===== config.mk =====
export PLATFORM = sky130hd
export DESIGN_NAME = cmp_stream_flat
export DESIGN_NICKNAME = d
export VERILOG_FILES = /design/src/rtl/cmp_stream_if.sv /design/src/rtl/cmp_stream.sv /design/src/flat_wrapper.sv
export SDC_FILE = /design/constraint.sdc
export NUM_CORES = 1
export LEC_CHECK = 0
export ABC_CLOCK_PERIOD_IN_PS = 2800
export CORE_MARGIN = 4
export CORE_UTILIZATION = 40
export DETAILED_ROUTE_END_ITERATION = 12
export GPL_TIMING_DRIVEN = 0
export PLACE_DENSITY = 0.76
export SYNTH_ARGS = -nofsm -noshare
export SYNTH_HDL_FRONTEND = slang
export SYNTH_SLANG_ARGS = --single-unit

===== constraint.sdc =====
create_clock -name clk -period 2.8 [get_ports clk]
set_input_delay 0.56 -clock clk [delete_from_list [all_inputs] [get_ports clk]]
set_output_delay 0.56 -clock clk [all_outputs]
set_load 0.02 [all_outputs]

===== src/rtl/cmp_stream_if.sv =====
// Operand/result handshake bundle for cmp_stream.
// With CMP_STREAM_TOL_EN defined, the bundle also carries a per-pair tolerance.
interface cmp_stream_if #(
  parameter int WIDTH = 8
);
  logic             in_valid;
  logic             in_ready;
  logic [WIDTH-1:0] a;
  logic [WIDTH-1:0] b;
  logic             signed_mode;
  logic             out_valid;
  logic             out_ready;
  logic             a_gt;
  logic             b_gt;
  logic             eq;
`ifdef CMP_STREAM_TOL_EN
  logic [WIDTH-1:0] tol;

  modport master (
    output in_valid, a, b, signed_mode, tol, out_ready,
    input  in_ready, out_valid, a_gt, b_gt, eq
  );
  modport slave (
    input  in_valid, a, b, signed_mode, tol, out_ready,
    output in_ready, out_valid, a_gt, b_gt, eq
  );
`else
  modport master (
    output in_valid, a, b, signed_mode, out_ready,
    input  in_ready, out_valid, a_gt, b_gt, eq
  );
  modport slave (
    input  in_valid, a, b, signed_mode, out_ready,
    output in_ready, out_valid, a_gt, b_gt, eq
  );
`endif
endinterface


===== src/rtl/cmp_stream.sv =====
// Registered signed/unsigned magnitude comparator with valid/ready on both sides
// and saturating result counters. Macro CMP_STREAM_TOL_EN enables tolerance-equality.
//
// state   | meaning
// S_EMPTY | no result held; always ready for a new pair
// S_FULL  | result registers hold an unconsumed result
module cmp_stream #(
  parameter int WIDTH = 8,
  parameter int CNT_W = 16
) (
  input  logic             clk,
  input  logic             rst_n,
  cmp_stream_if.slave      bus,
  input  logic             clr_cnt_i,
  output logic [CNT_W-1:0] gt_cnt_o,
  output logic [CNT_W-1:0] lt_cnt_o,
  output logic [CNT_W-1:0] eq_cnt_o
);

  typedef enum logic {S_EMPTY, S_FULL} state_t;

  state_t           state_q, state_d;
  logic             accept;
  logic             a_gt_q, b_gt_q, eq_q;
  logic [CNT_W-1:0] gt_cnt_q, lt_cnt_q, eq_cnt_q;
  logic [WIDTH-1:0] a_x, b_x;
  logic             gt_c, lt_c, eq_c;
  logic             gt_r, lt_r, eq_r;

  // Flipping the MSB in signed mode maps two's-complement order onto unsigned order.
  always_comb begin
    a_x  = {bus.a[WIDTH-1] ^ bus.signed_mode, bus.a[WIDTH-2:0]};
    b_x  = {bus.b[WIDTH-1] ^ bus.signed_mode, bus.b[WIDTH-2:0]};
    gt_c = (a_x > b_x);
    lt_c = (a_x < b_x);
    eq_c = (a_x == b_x);
  end

`ifdef CMP_STREAM_TOL_EN
  logic [WIDTH:0] a_e, b_e, diff, mag;
  logic           in_tol;

  always_comb begin
    a_e    = {bus.signed_mode & bus.a[WIDTH-1], bus.a};
    b_e    = {bus.signed_mode & bus.b[WIDTH-1], bus.b};
    diff   = a_e - b_e;
    mag    = diff[WIDTH] ? (~diff + 1'b1) : diff;
    in_tol = (mag <= {1'b0, bus.tol});
    eq_r   = in_tol;
    gt_r   = !in_tol && gt_c;
    lt_r   = !in_tol && lt_c;
  end
`else
  always_comb begin
    eq_r = eq_c;
    gt_r = gt_c;
    lt_r = lt_c;
  end
`endif

  always_ff @(posedge clk or negedge rst_n) begin
    if (!rst_n) state_q <= S_EMPTY;
    else        state_q <= state_d;
  end

  always_comb begin
    state_d = state_q;
    case (state_q)
      S_EMPTY: if (accept) state_d = S_FULL;
      S_FULL:  if (bus.out_ready && !accept) state_d = S_EMPTY;
      default: state_d = S_EMPTY;
    endcase
  end

  always_comb begin
    bus.in_ready  = (state_q == S_EMPTY) || bus.out_ready;
    accept        = bus.in_valid && bus.in_ready;
    bus.out_valid = (state_q == S_FULL);
    bus.a_gt      = a_gt_q;
    bus.b_gt      = b_gt_q;
    bus.eq        = eq_q;
  end

  always_ff @(posedge clk or negedge rst_n) begin
    if (!rst_n) begin
      a_gt_q <= 1'b0;
      b_gt_q <= 1'b0;
      eq_q   <= 1'b0;
    end else if (accept) begin
      a_gt_q <= gt_r;
      b_gt_q <= lt_r;
      eq_q   <= eq_r;
    end
  end

  // Clear wins over a same-cycle accept; counters stick at all-ones.
  always_ff @(posedge clk or negedge rst_n) begin
    if (!rst_n) begin
      gt_cnt_q <= '0;
      lt_cnt_q <= '0;
      eq_cnt_q <= '0;
    end else if (clr_cnt_i) begin
      gt_cnt_q <= '0;
      lt_cnt_q <= '0;
      eq_cnt_q <= '0;
    end else if (accept) begin
      if (gt_r && gt_cnt_q != '1) gt_cnt_q <= gt_cnt_q + 1'b1;
      if (lt_r && lt_cnt_q != '1) lt_cnt_q <= lt_cnt_q + 1'b1;
      if (eq_r && eq_cnt_q != '1) eq_cnt_q <= eq_cnt_q + 1'b1;
    end
  end

  assign gt_cnt_o = gt_cnt_q;
  assign lt_cnt_o = lt_cnt_q;
  assign eq_cnt_o = eq_cnt_q;

endmodule


===== src/flat_wrapper.sv =====
// flat-port wrapper written by rule: the top's interface ports become plain ports
module cmp_stream_flat 
#(
  parameter int WIDTH = 8,
  parameter int CNT_W = 16
)
  (clk, rst_n, clr_cnt_i, gt_cnt_o, lt_cnt_o, eq_cnt_o, bus_in_valid, bus_a, bus_b, bus_signed_mode, bus_out_ready, bus_in_ready, bus_out_valid, bus_a_gt, bus_b_gt, bus_eq);
  cmp_stream_if #(.WIDTH(WIDTH)) bus_i ();
  input  logic clk;
  input  logic rst_n;
  input  logic clr_cnt_i;
  output logic [CNT_W-1:0] gt_cnt_o;
  output logic [CNT_W-1:0] lt_cnt_o;
  output logic [CNT_W-1:0] eq_cnt_o;
  input wire logic [$bits(bus_i.in_valid)-1:0] bus_in_valid;
  input wire logic [$bits(bus_i.a)-1:0] bus_a;
  input wire logic [$bits(bus_i.b)-1:0] bus_b;
  input wire logic [$bits(bus_i.signed_mode)-1:0] bus_signed_mode;
  input wire logic [$bits(bus_i.out_ready)-1:0] bus_out_ready;
  output wire logic [$bits(bus_i.in_ready)-1:0] bus_in_ready;
  output wire logic [$bits(bus_i.out_valid)-1:0] bus_out_valid;
  output wire logic [$bits(bus_i.a_gt)-1:0] bus_a_gt;
  output wire logic [$bits(bus_i.b_gt)-1:0] bus_b_gt;
  output wire logic [$bits(bus_i.eq)-1:0] bus_eq;
  assign bus_i.in_valid = bus_in_valid;
  assign bus_i.a = bus_a;
  assign bus_i.b = bus_b;
  assign bus_i.signed_mode = bus_signed_mode;
  assign bus_i.out_ready = bus_out_ready;
  assign bus_in_ready = bus_i.in_ready;
  assign bus_out_valid = bus_i.out_valid;
  assign bus_a_gt = bus_i.a_gt;
  assign bus_b_gt = bus_i.b_gt;
  assign bus_eq = bus_i.eq;
  cmp_stream #(.WIDTH(WIDTH), .CNT_W(CNT_W)) u_core (.clk(clk), .rst_n(rst_n), .bus(bus_i), .clr_cnt_i(clr_cnt_i), .gt_cnt_o(gt_cnt_o), .lt_cnt_o(lt_cnt_o), .eq_cnt_o(eq_cnt_o));
endmodule

**Yosys cells after proc, flatten, opt, wreduce, memory -nomap -nowiden**

Index checks and enable logic that the tools add are counted.

- Bits in registers: 52
- Word-level logic and storage cells: 45
- Input port bits: 22

- $lt $le $gt $ge: 2
- Reduce and logical (&&, ||, !) cells: 14
- Equality and inequality tests: 4
- Mux-type cells: 12
- Bitwise gates (word level): 3
- Add/subtract/negate cells: 3

Operators by type and width:

| operator | count |
|---|---|
| two-way mux 16 bit | 9 |
| adder 16 x 1 -> 16 bit, second input constant | 3 |
| inequality test 16 bit, second input constant | 3 |
| equality test 8 bit | 1 |
| > comparator 8 bit | 1 |
| < comparator 8 bit | 1 |
| nonzero test 2 bit | 4 |
| AND reduction 2 bit | 3 |
| logical AND 1 bit | 5 |
| two-way mux 1 bit | 2 |
| case mux 1 bit (2 select lines) | 1 |
| bitwise XOR 1 bit | 2 |
| zero test 1 bit | 1 |
| logical OR 1 bit | 1 |
| inverter 1 bit | 1 |

**Longest topological paths before layout**

Gate-level depths: netlist of run 1.

- Depth after elaboration: 7
- Gate-level depth with buffers: 9

**Worst setup path before layout of run 1**

No wires, ideal clock.

- Path kind: input to register
- Start point: in bus_signed_mode
- End point: reg u_core.eq_cnt_q[12], in the netlist u_core.eq_cnt_o[12]
- Stages: 8
- Slack: 67 ps
- Arrival time: 2655 ps
- Library setup time: 78 ps
- Cells stage by stage: xor2_1 -> ha_1 -> nand4_2 -> or4b_4 -> or3_1 -> clkbuf_2 -> or3_1 -> a21oi_1

- Longest elaborated chain between the ends: 5
- Elaborated cells between the ends (all ways): 6
- Classes of those cells: 1 x eq/ne; 2 x bitwise; 3 x reduce/logical

Ends and longest elaborated chain:

| item | line | RTL |
|---|---|---|
| from (decl) | flat_wrapper.sv:18 | `input wire logic [$bits(bus_i.signed_mode)-1:0] bus_signed_mode;` |
| bitwise XOR 1 bit (on tied branches) | cmp_stream.sv:32, cmp_stream.sv:33 |  |
| equality test 8 bit * | cmp_stream.sv:36 | `eq_c = (a_x == b_x);` |
| logical AND 1 bit * | cmp_stream.sv:109 | `if (eq_r && eq_cnt_q != '1) eq_cnt_q <= eq_cnt_q + 1'b1;` |
| nonzero test 2 bit (no line) * | -- |  |
| AND reduction 2 bit (no line) * | -- |  |
| to (signal assigned) | cmp_stream.sv:109 |  |
| to (decl) | cmp_stream.sv:25 | `logic [CNT_W-1:0] gt_cnt_q, lt_cnt_q, eq_cnt_q;` |

Every way passes the cells marked *; elsewhere a longest branch is shown, timed or not.
A chain may end at the register's enable or synchronous reset.

**Worst setup path after layout of run 1**

- Start point: in bus_b[3]
- End point: reg u_core.eq_cnt_q[10], in the netlist u_core.eq_cnt_o[10]

- Longest elaborated chain between the ends: 4

Ends and longest elaborated chain:

| item | line | RTL |
|---|---|---|
| from (decl) | flat_wrapper.sv:17 | `input wire logic [$bits(bus_i.b)-1:0] bus_b;` |
| equality test 8 bit | cmp_stream.sv:36 |  |
| logical AND 1 bit | cmp_stream.sv:109 |  |
| nonzero test 2 bit (no line) | -- |  |
| AND reduction 2 bit (no line) | -- |  |

Every way passes these cells.

==> summary.md, run 1 <==
| Metric | Value |
|---|---|
| Setup_tns | `-0.0169 ns` |
| Post-route minimum period | `2.82 ns` |
| Clock power frac | `approximately a third` |
| IO buf count | `74` |
| Logic pwr share | `15.8%` |
| Compound-Gate Fraction of Synth Area | `10.9%` |
| CTS Buffer Depth | `2` |
| CTS Buf Count | `5` |
| GPL Wtd Cong | `between 0.8 and 0.9` |
| Die area | `0.00863 sq mm` |
| Final worst slack | `-0.0169 ns` |
| Worst EP required | `3.03 ns` |
| Worst endpoint data arrival time | `3.05 ns` |
| Hold_ws | `0.332 ns` |
| CP top delay family | `simple AND/OR/NAND/NOR gates` |
| Core Region | `0.00691 sq mm` |
| Post-synthesis adder-cell area fraction | `4.77%` |
| Post-synth top area cell | `dfrtp_1` |
| Status | `finished, violations left` |
| Clock skew | `0.00793 ns` |
| Post-synthesis mux area share | `2.21%` |
| Cell Area, Placed | `0.00377 sq mm` |
| Crit path buffers/inverters | `2` |
| Layout cells sized above 1 | `between 10 and 15%` |
| Clk Latency, worst-skew pair | `0.30 ns` |
| # rows | `30` |
| Syn avg cell area | `~9.0 sq um` |
| Most frequent cell after synthesis | `dfrtp_1` |
| Clk pin slew, worst setup/hold paths | `0.10 ns` |
| Avg WL per Cell | `14.1 um` |
| Post-DRT Antenna Nets | `0` |
| Synth top cells by count | `dfrtp_1 (52), nor2_1 (38), a21oi_1 (25), nand2_1 (25), nand3_1 (21)` |
| Post-synth net total | `353` |
| Endpoints failing hold | `0` |
| Crit path kind | `in2reg` |
| Peak supply drop | `0.000190 V` |
| Internal Pwr Total | `1190 uW` |
| Register area | `0.00130 sq mm` |
| P_sw | `384 uW` |
| Seq/Total Area, Yosys | `45.1%` |
| CTS H-tree depth | `2` |
| Max cap viols | `0` |
| Top cell type's share of synthesized area | `~45%` |
| Simple-Gate Fraction of Synth Area | `approximately 27%` |
| Reg2Reg Depth | `6` |
| DIE WIDTH | `92.9 um` |
| Multi-input logic area | `0.00163 sq mm` |
| Most frequent CP cell | `or3_4` |
| Die Ht | `92.9 um` |
| Clock Sinks | `52` |
| DRT iter0 DRCs | `~110` |
| Crit. Startpoint | `bus_b[3]` |
| Largest stage delay, worst path | `about 0.56 ns` |
| Leak pwr | `0.00161 uW` |
| Dpl hpwl | `5.22 mm` |
| FF+latch count, synth | `52` |
| Netlist cell types | `37` |
| Vias | `2715` |
| Achievable Freq | `355 MHz` |
| Endpoints failing setup | `1` |
| Worst setup SP type | `input pin` |
| Top cells by area, synth | `dfrtp_1 (45%), nor2_1 (4.9%), xor2_1 (4.9%), ha_1 (4.8%), a21oi_1 (4.3%)` |
| CP Cell Sequence | `clkdlybuf4s50_1 -> inv_1 -> ha_1 -> nand4_1 -> or4b_4 -> or3_4 -> or3_4 -> a21oi_2` |
| Worst slew pin tran | `approximately 0.8 ns` |
| Layout net count | `about 440` |
| I/O pin cnt | `75` |
| Initial Util | `41.7%` |
| Root buffer cell | `clkbuf_8` |
| Total Routed Length | `about 7 mm` |
| XOR/XNOR Fraction of Synth Area | `6.99%` |
| Hold WC Path Type | `in2async` |
| CP Capture Type | `register` |
| Main synth FF type | `dfrtp_1` |
| # DRC | `0` |
| Total grt overflow | `0` |
| Via-to-Cell Ratio | `5.34` |
| Worst slack, placed | `-0.654 ns` |
| Worst-path fanout max | `7` |
| Largest net degree at the start of global routing | `33` |
| FFs w/ async S/R, synth | `100%` |
| Largest family of logic cells by synthesized area | `simple AND/OR/NAND/NOR gates` |
| Synthesized area | `0.00288 sq mm` |
| Antenna cells | `0` |
| Number of global-route vias before repair | `around 2700` |
| P&R area growth vs syn | `42.4%` |
| RR Startpoint | `u_core.eq_cnt_o[4]` |
| Switching share of power | `24.4%` |
| Flop pwr share | `49.1%` |
| Final count of pins violating max slew | `0` |
| Violated checks | `negative setup slack` |
| GRT Util Overall | `roughly 17%` |
| Crit. path cell count | `8` |
| EDFF count, synth | `0` |
| Final Cell Area | `0.00411 sq mm` |
| Worst path slowest cell | `or4b_4` |
| Slew HR | `47.6%` |
| Final period utilization | `101%` |
| Post-synthesis cell count | `320` |
| Filler instances | `641` |
| Drt pass-1 iters | `4` |
| CTS tree | `yes` |
| First-pass GRT wire length | `approximately 12 mm` |
| Pwr/cell area | `383 mW/mm^2` |
| Initial antenna violation count | `0` |
| Syn. warnings | `0` |
-- power by group through the flow --
stage	registers (uW)	clock network (uW)	logic, uW
floorplan	801	0	88.6
global placement	787	0	201
detailed placement	787	0	208
CTS	772	572	227
global route	775	603	271
finish	772	553	248
-- logic make-up (layout without fill, tap and decap cells) --
family / after synthesis / in the layout
AO/OA/AOI/OAI: 56 / 56
XOR/XNOR: 23 / 23
adder cells (fa/ha/maj): 11 / 11
buffers and inverters: 22 / 114
flip-flops: 52 / 52
multiplexers: 6 / 6
AND/OR/NAND/NOR: 150 / 150
-- placed cells by master, fill, tap and decap left out, types with 4 or more instances in the layout --
cell type         n
xor2_1           16
buf_4            10
xnor2_1           7
or3_1            14
nand3_1          20
o31ai_1           6
nor3_1            4
dfrtp_1          52
ha_1              8
or4_1             7
nand4_1          17
nor2b_1           4
o21ai_0          17
nor2_1           38
and3_1            5
clkbuf_8          7
nand2_1          25
clkbuf_1          6
clkdlybuf4s50_1  70
a21oi_1          21
inv_1            11
-- path summary, 6_finish.rpt --
path | slack [ns] | end
max in group asynchronous | 1.90 | u_core.lt_cnt_o[13]
worst min register to register | 0.49 | u_core.bus.a_gt
worst min-delay path | 0.33 | u_core.gt_cnt_o[7]
min in group clk | 0.49 | u_core.bus.a_gt
worst max register to register | 0.55 | u_core.eq_cnt_o[15]
worst max-delay path | -0.02 | u_core.eq_cnt_o[10]
-- worst reg2reg max path: stages (launching register included) --
cell and delay (ns):
dfrtp_1 0.45, nand4_1 0.21, nor4_1 0.74, a41oi_2 0.33
nand4_1 0.19, xor2_1 0.15, nor2_1 0.05
-- sequential cells by signal (all words and copies together) (netlist names) --
name	cells
u_core.eq_cnt_o	16
u_core.bus.eq	1
u_core.bus.b_gt	1
u_core.gt_cnt_o	16
u_core.bus.a_gt	1
u_core.bus.out_valid	1
u_core.lt_cnt_o	16
-- timing repair --
action,CTS,global route
resized for setup,11,18
pin swaps,6,9
hold buffers,0,0
setup endpoints to repair,40,31
setup buffers,5,5
-- routing by layer --
layer | track usage [%] | part of all wire, % | vias up
met3 | 2.44 | 3.9 | 4
met2 | 29.3 | 51 | 56
li1 | - | - | 1330
met4 | 5.49 | 0.67 | 0
met5 | 0 | 0 | -
met1 | 21.7 | 45 | 1325
-- through the flow --
| step | power [uW] | std cells | utilization [%] |
|---|---|---|---|
| 3_3_place_gp | 988 | 490 | 54.2 |
| 6_report | 1570 | 508 | 59.5 |
| 5_1_grt | 1650 | 508 | 59.5 |
| 2_1_floorplan | 890 | 320 | - |
| 3_5_place_dp | 995 | 491 | 54.5 |
| 4_1_cts | 1570 | 503 | 57.6 |
-- cell type report --
class / count / area share [%]
timing repair buffer: 85 / 20.5
clock inverter: 1 / 0.731
multi-input combinational: 246 / 39.7
tap: 96 / 2.93
inverter: 11 / 1.01
sequential: 52 / 31.7
buffer: 10 / 1.07
clock buffer: 7 / 2.35
Note: power is estimated with default switching activity, not from simulation.
==> run 2: changes to the inputs <==
--- a/config.mk
+++ b/config.mk
@@ -10,7 +10,8 @@
 export CORE_UTILIZATION = 40
 export DETAILED_ROUTE_END_ITERATION = 12
 export GPL_TIMING_DRIVEN = 0
-export PLACE_DENSITY = 0.76
+export PLACE_DENSITY = 0.66
 export SYNTH_ARGS = -nofsm -noshare
 export SYNTH_HDL_FRONTEND = slang
 export SYNTH_SLANG_ARGS = --single-unit
+export TNS_END_PERCENT = 1
==> summary.md, run 2 (synthesis gave the netlist of run 1 again) <==
| Metric | Value |
|---|---|
| Final Cell Area | `0.00403 sq mm (was 0.00411 sq mm)` |
| Post-DRT Antenna Nets | `0 (unchanged)` |
| Clock Sinks | `52 (unchanged)` |
| Hold WC Path Type | `in2async (unchanged)` |
| Largest net degree at the start of global routing | `40 (was 33)` |
| Power Total | `1450 uW (was 1570 uW)` |
| Initial Util | `41.7% (unchanged)` |
| DRT iter0 DRCs | `86 (was 106)` |
| Root buffer cell | `clkbuf_8 (unchanged)` |
| Worst endpoint data arrival time | `2.96 ns (was 3.05 ns)` |
| Leak pwr | `0.00157 uW (was 0.00161 uW)` |
| Setup_tns | `0 ns (was -0.0169 ns)` |
| Final period utilization | `97.8% (was 101%)` |
| Worst path slowest cell | `or4b_4 (unchanged)` |
| Commonest non-fill, non-tap cell in the layout | `clkdlybuf4s50_1 (unchanged)` |
| Clk pin slew, worst setup/hold paths | `0.09 ns (was 0.10 ns)` |
| IO buf count | `74 (unchanged)` |
| Worst slew pin tran | `0.979 ns (was 0.779 ns)` |
| Status | `finished clean (was finished, violations left)` |
| Achievable Freq | `365 MHz (was 355 MHz)` |
| Avg WL per Cell | `14.4 um (was 14.1 um)` |
| Pwr/cell area | `360 mW/mm^2 (was 383 mW/mm^2)` |
| Vias | `2710 (was 2715)` |
| Clk Latency, worst-skew pair | `0.30 ns (about the same)` |
| Dpl hpwl | `5.22 mm (about the same)` |
| Worst EP required | `3.02 ns (was 3.03 ns)` |
| Max cap viols | `0 (unchanged)` |
| CTS tree | `yes (unchanged)` |
| Crit path kind | `in2reg (unchanged)` |
| CTS H-tree depth | `2 (unchanged)` |
| Slew HR | `34.1% (was 47.6%)` |
| Initial antenna violation count | `0 (unchanged)` |
| Total grt overflow | `0 (unchanged)` |
| # DRC | `0 (unchanged)` |
| Post-CTS Hold Buffers | `0 (unchanged)` |
| P&R area growth vs syn | `39.9% (was 42.4%)` |
| Peak supply drop | `0.000246 V (was 0.000190 V)` |
| Endpoints failing setup | `0 (was 1)` |
| Worst setup SP type | `input pin (unchanged)` |
| CP Cell Sequence | `dlygate4sd2_1 -> xor2_1 -> ha_1 -> nand4_4 -> or4b_4 -> or3_4 -> or3_1 -> a21oi_1 (was clkdlybuf4s50_1 -> inv_1 -> ha_1 -> nand4_1 -> or4b_4 -> or3_4 -> or3_4 -> a21oi_2)` |
| Commonest cells after routing, fill and taps aside | `clkdlybuf4s50_1 (70), dfrtp_1 (52), nor2_1 (38), nand2_1 (25), a21oi_1 (23) (was clkdlybuf4s50_1 (70), dfrtp_1 (52), nor2_1 (38), nand2_1 (25), a21oi_1 (21))` |
| RSZ-0062 raised after global routing | `yes` |
| GPL Wtd Cong | `0.814 (was 0.874)` |
| Post-route minimum period | `2.74 ns (was 2.82 ns)` |
| Layout net count | `441 (was 444)` |
| Worst-path fanout max | `8 (was 7)` |
| Largest stage delay, worst path | `0.58 ns (was 0.56 ns)` |
| DIE WIDTH | `92.9 um (unchanged)` |
| Core Region | `0.00691 sq mm (unchanged)` |
| CP Capture Type | `register (unchanged)` |
| Final count of pins violating max slew | `0 (unchanged)` |
| CTS Buf Count | `5 (unchanged)` |
| Via-to-Cell Ratio | `5.37 (was 5.34)` |
| Antenna cells | `0 (unchanged)` |
| Clock skew | `0.00424 ns (was 0.00793 ns)` |
| # rows | `30 (unchanged)` |
| Fin util | `58.4% (was 59.5%)` |
| Total Routed Length | `7.26 mm (was 7.18 mm)` |
| Cell Area, Placed | `0.00376 sq mm (was 0.00377 sq mm)` |
| Die area | `0.00863 sq mm (unchanged)` |
| CTS Buffer Depth | `2 (unchanged)` |
| Die Ht | `92.9 um (unchanged)` |
| Layout cells sized above 1 | `9.29% (was 11.2%)` |
| I/O pin cnt | `75 (unchanged)` |
| Endpoints failing hold | `0 (unchanged)` |
| GRT Util Overall | `17.3% (was 17.0%)` |
| Number of global-route vias before repair | `2690 (was 2730)` |
| Drt pass-1 iters | `4 (unchanged)` |
| First-pass GRT wire length | `12.4 mm (was 12.2 mm)` |
-- run 2: changes by cell type in the layout (fill, tap and decap cells not counted), moves of 2 or more --
cell,previous run,this run
buf_4,10,6
clkbuf_1,6,8
or3_4,3,1
or3_1,14,16
a21oi_1,21,23
-- run 2: layout make-up --
class / instances / area [sq um]
Buffer: 10 / 41.3
Inverter: 11 / 41.3
Timing Repair Buffer: 82 / 816
Clock buffer: 8 / 90.1
Fill cell: 662 / 2870
Multi-Input combinational cell: 246 / 1620
Tap cell: 96 / 120
Sequential cell: 52 / 1300
-- run 2: worst max-delay path: cells and delay by family --
family | cells | cell delay [ns]
AO/OA/AOI/OAI | 1 | 0.14
adder cells (fa/ha/maj) | 1 | 0.38
buffers and inverters | 1 | 0.26
XOR/XNOR | 1 | 0.17
AND/OR/NAND/NOR | 4 | 1.46
-- run 2: path summary, 6_finish.rpt --
path / startpoint / to / slack, ns / depth (start not counted)
max in group asynchronous: rst_n / u_core.lt_cnt_o[14] / 2.12 / 2
hold reg to reg: u_core.bus.a_gt / u_core.bus.a_gt / 0.49 / 2
min in group clk: u_core.bus.a_gt / u_core.bus.a_gt / 0.49 / 2
setup / recovery: bus_signed_mode / u_core.eq_cnt_o[12] / 0.06 / 8
setup reg to reg: u_core.eq_cnt_o[4] / u_core.eq_cnt_o[0] / 0.48 / 6
hold / removal: rst_n / u_core.bus.out_valid / 0.15 / 1
-- run 2: timing repair --
item                       4_1_cts  5_1_grt
gates resized for setup         13       10
setup endpoints to repair       42       36
hold endpoints to repair         0        0
setup buffers                    3        4
pin swaps                        7        8
-- run 2: per-layer routing --
metal  global-route usage (%)  part of all wire, %  vias to the layer above
met5                        0                    0                        -
met4                     3.30                 0.50                        0
met3                     4.06                  5.9                        4
met2                     29.0                   48                       73
met1                     22.9                   45                     1304
li1                         -                    -                     1329
-- run 2: stage by stage --
| stage | setup WS (ns) | hold WS, ns | instances |
|---|---|---|---|
| after floorplan | 0.0673 | 0.264 | 320 |
| after global placement | -0.646 | 0.467 | 490 |
| after detailed placement | -0.751 | 0.479 | 491 |
| after CTS | -0.0540 | 0.155 | 501 |
| after global routing | -0.0488 | 0.166 | 505 |
| final | 0.0625 | 0.154 | 505 |
-- run 2: report_power, final --
part | switching, uW | internal (uW)
Combinational | 136 | 103
Clock | 238 | 202
Sequential | 10.1 | 762
Total | 384 | 1070
==> run 3: changes to the inputs <==
--- a/config.mk
+++ b/config.mk
@@ -5,7 +5,6 @@
 export SDC_FILE = /design/constraint.sdc
 export NUM_CORES = 1
 export LEC_CHECK = 0
-export ABC_CLOCK_PERIOD_IN_PS = 2800
 export CORE_MARGIN = 4
 export CORE_UTILIZATION = 40
 export DETAILED_ROUTE_END_ITERATION = 12
==> results of run 3 <==
No change in the layout: final DEF, timing and power equal those of run 2.
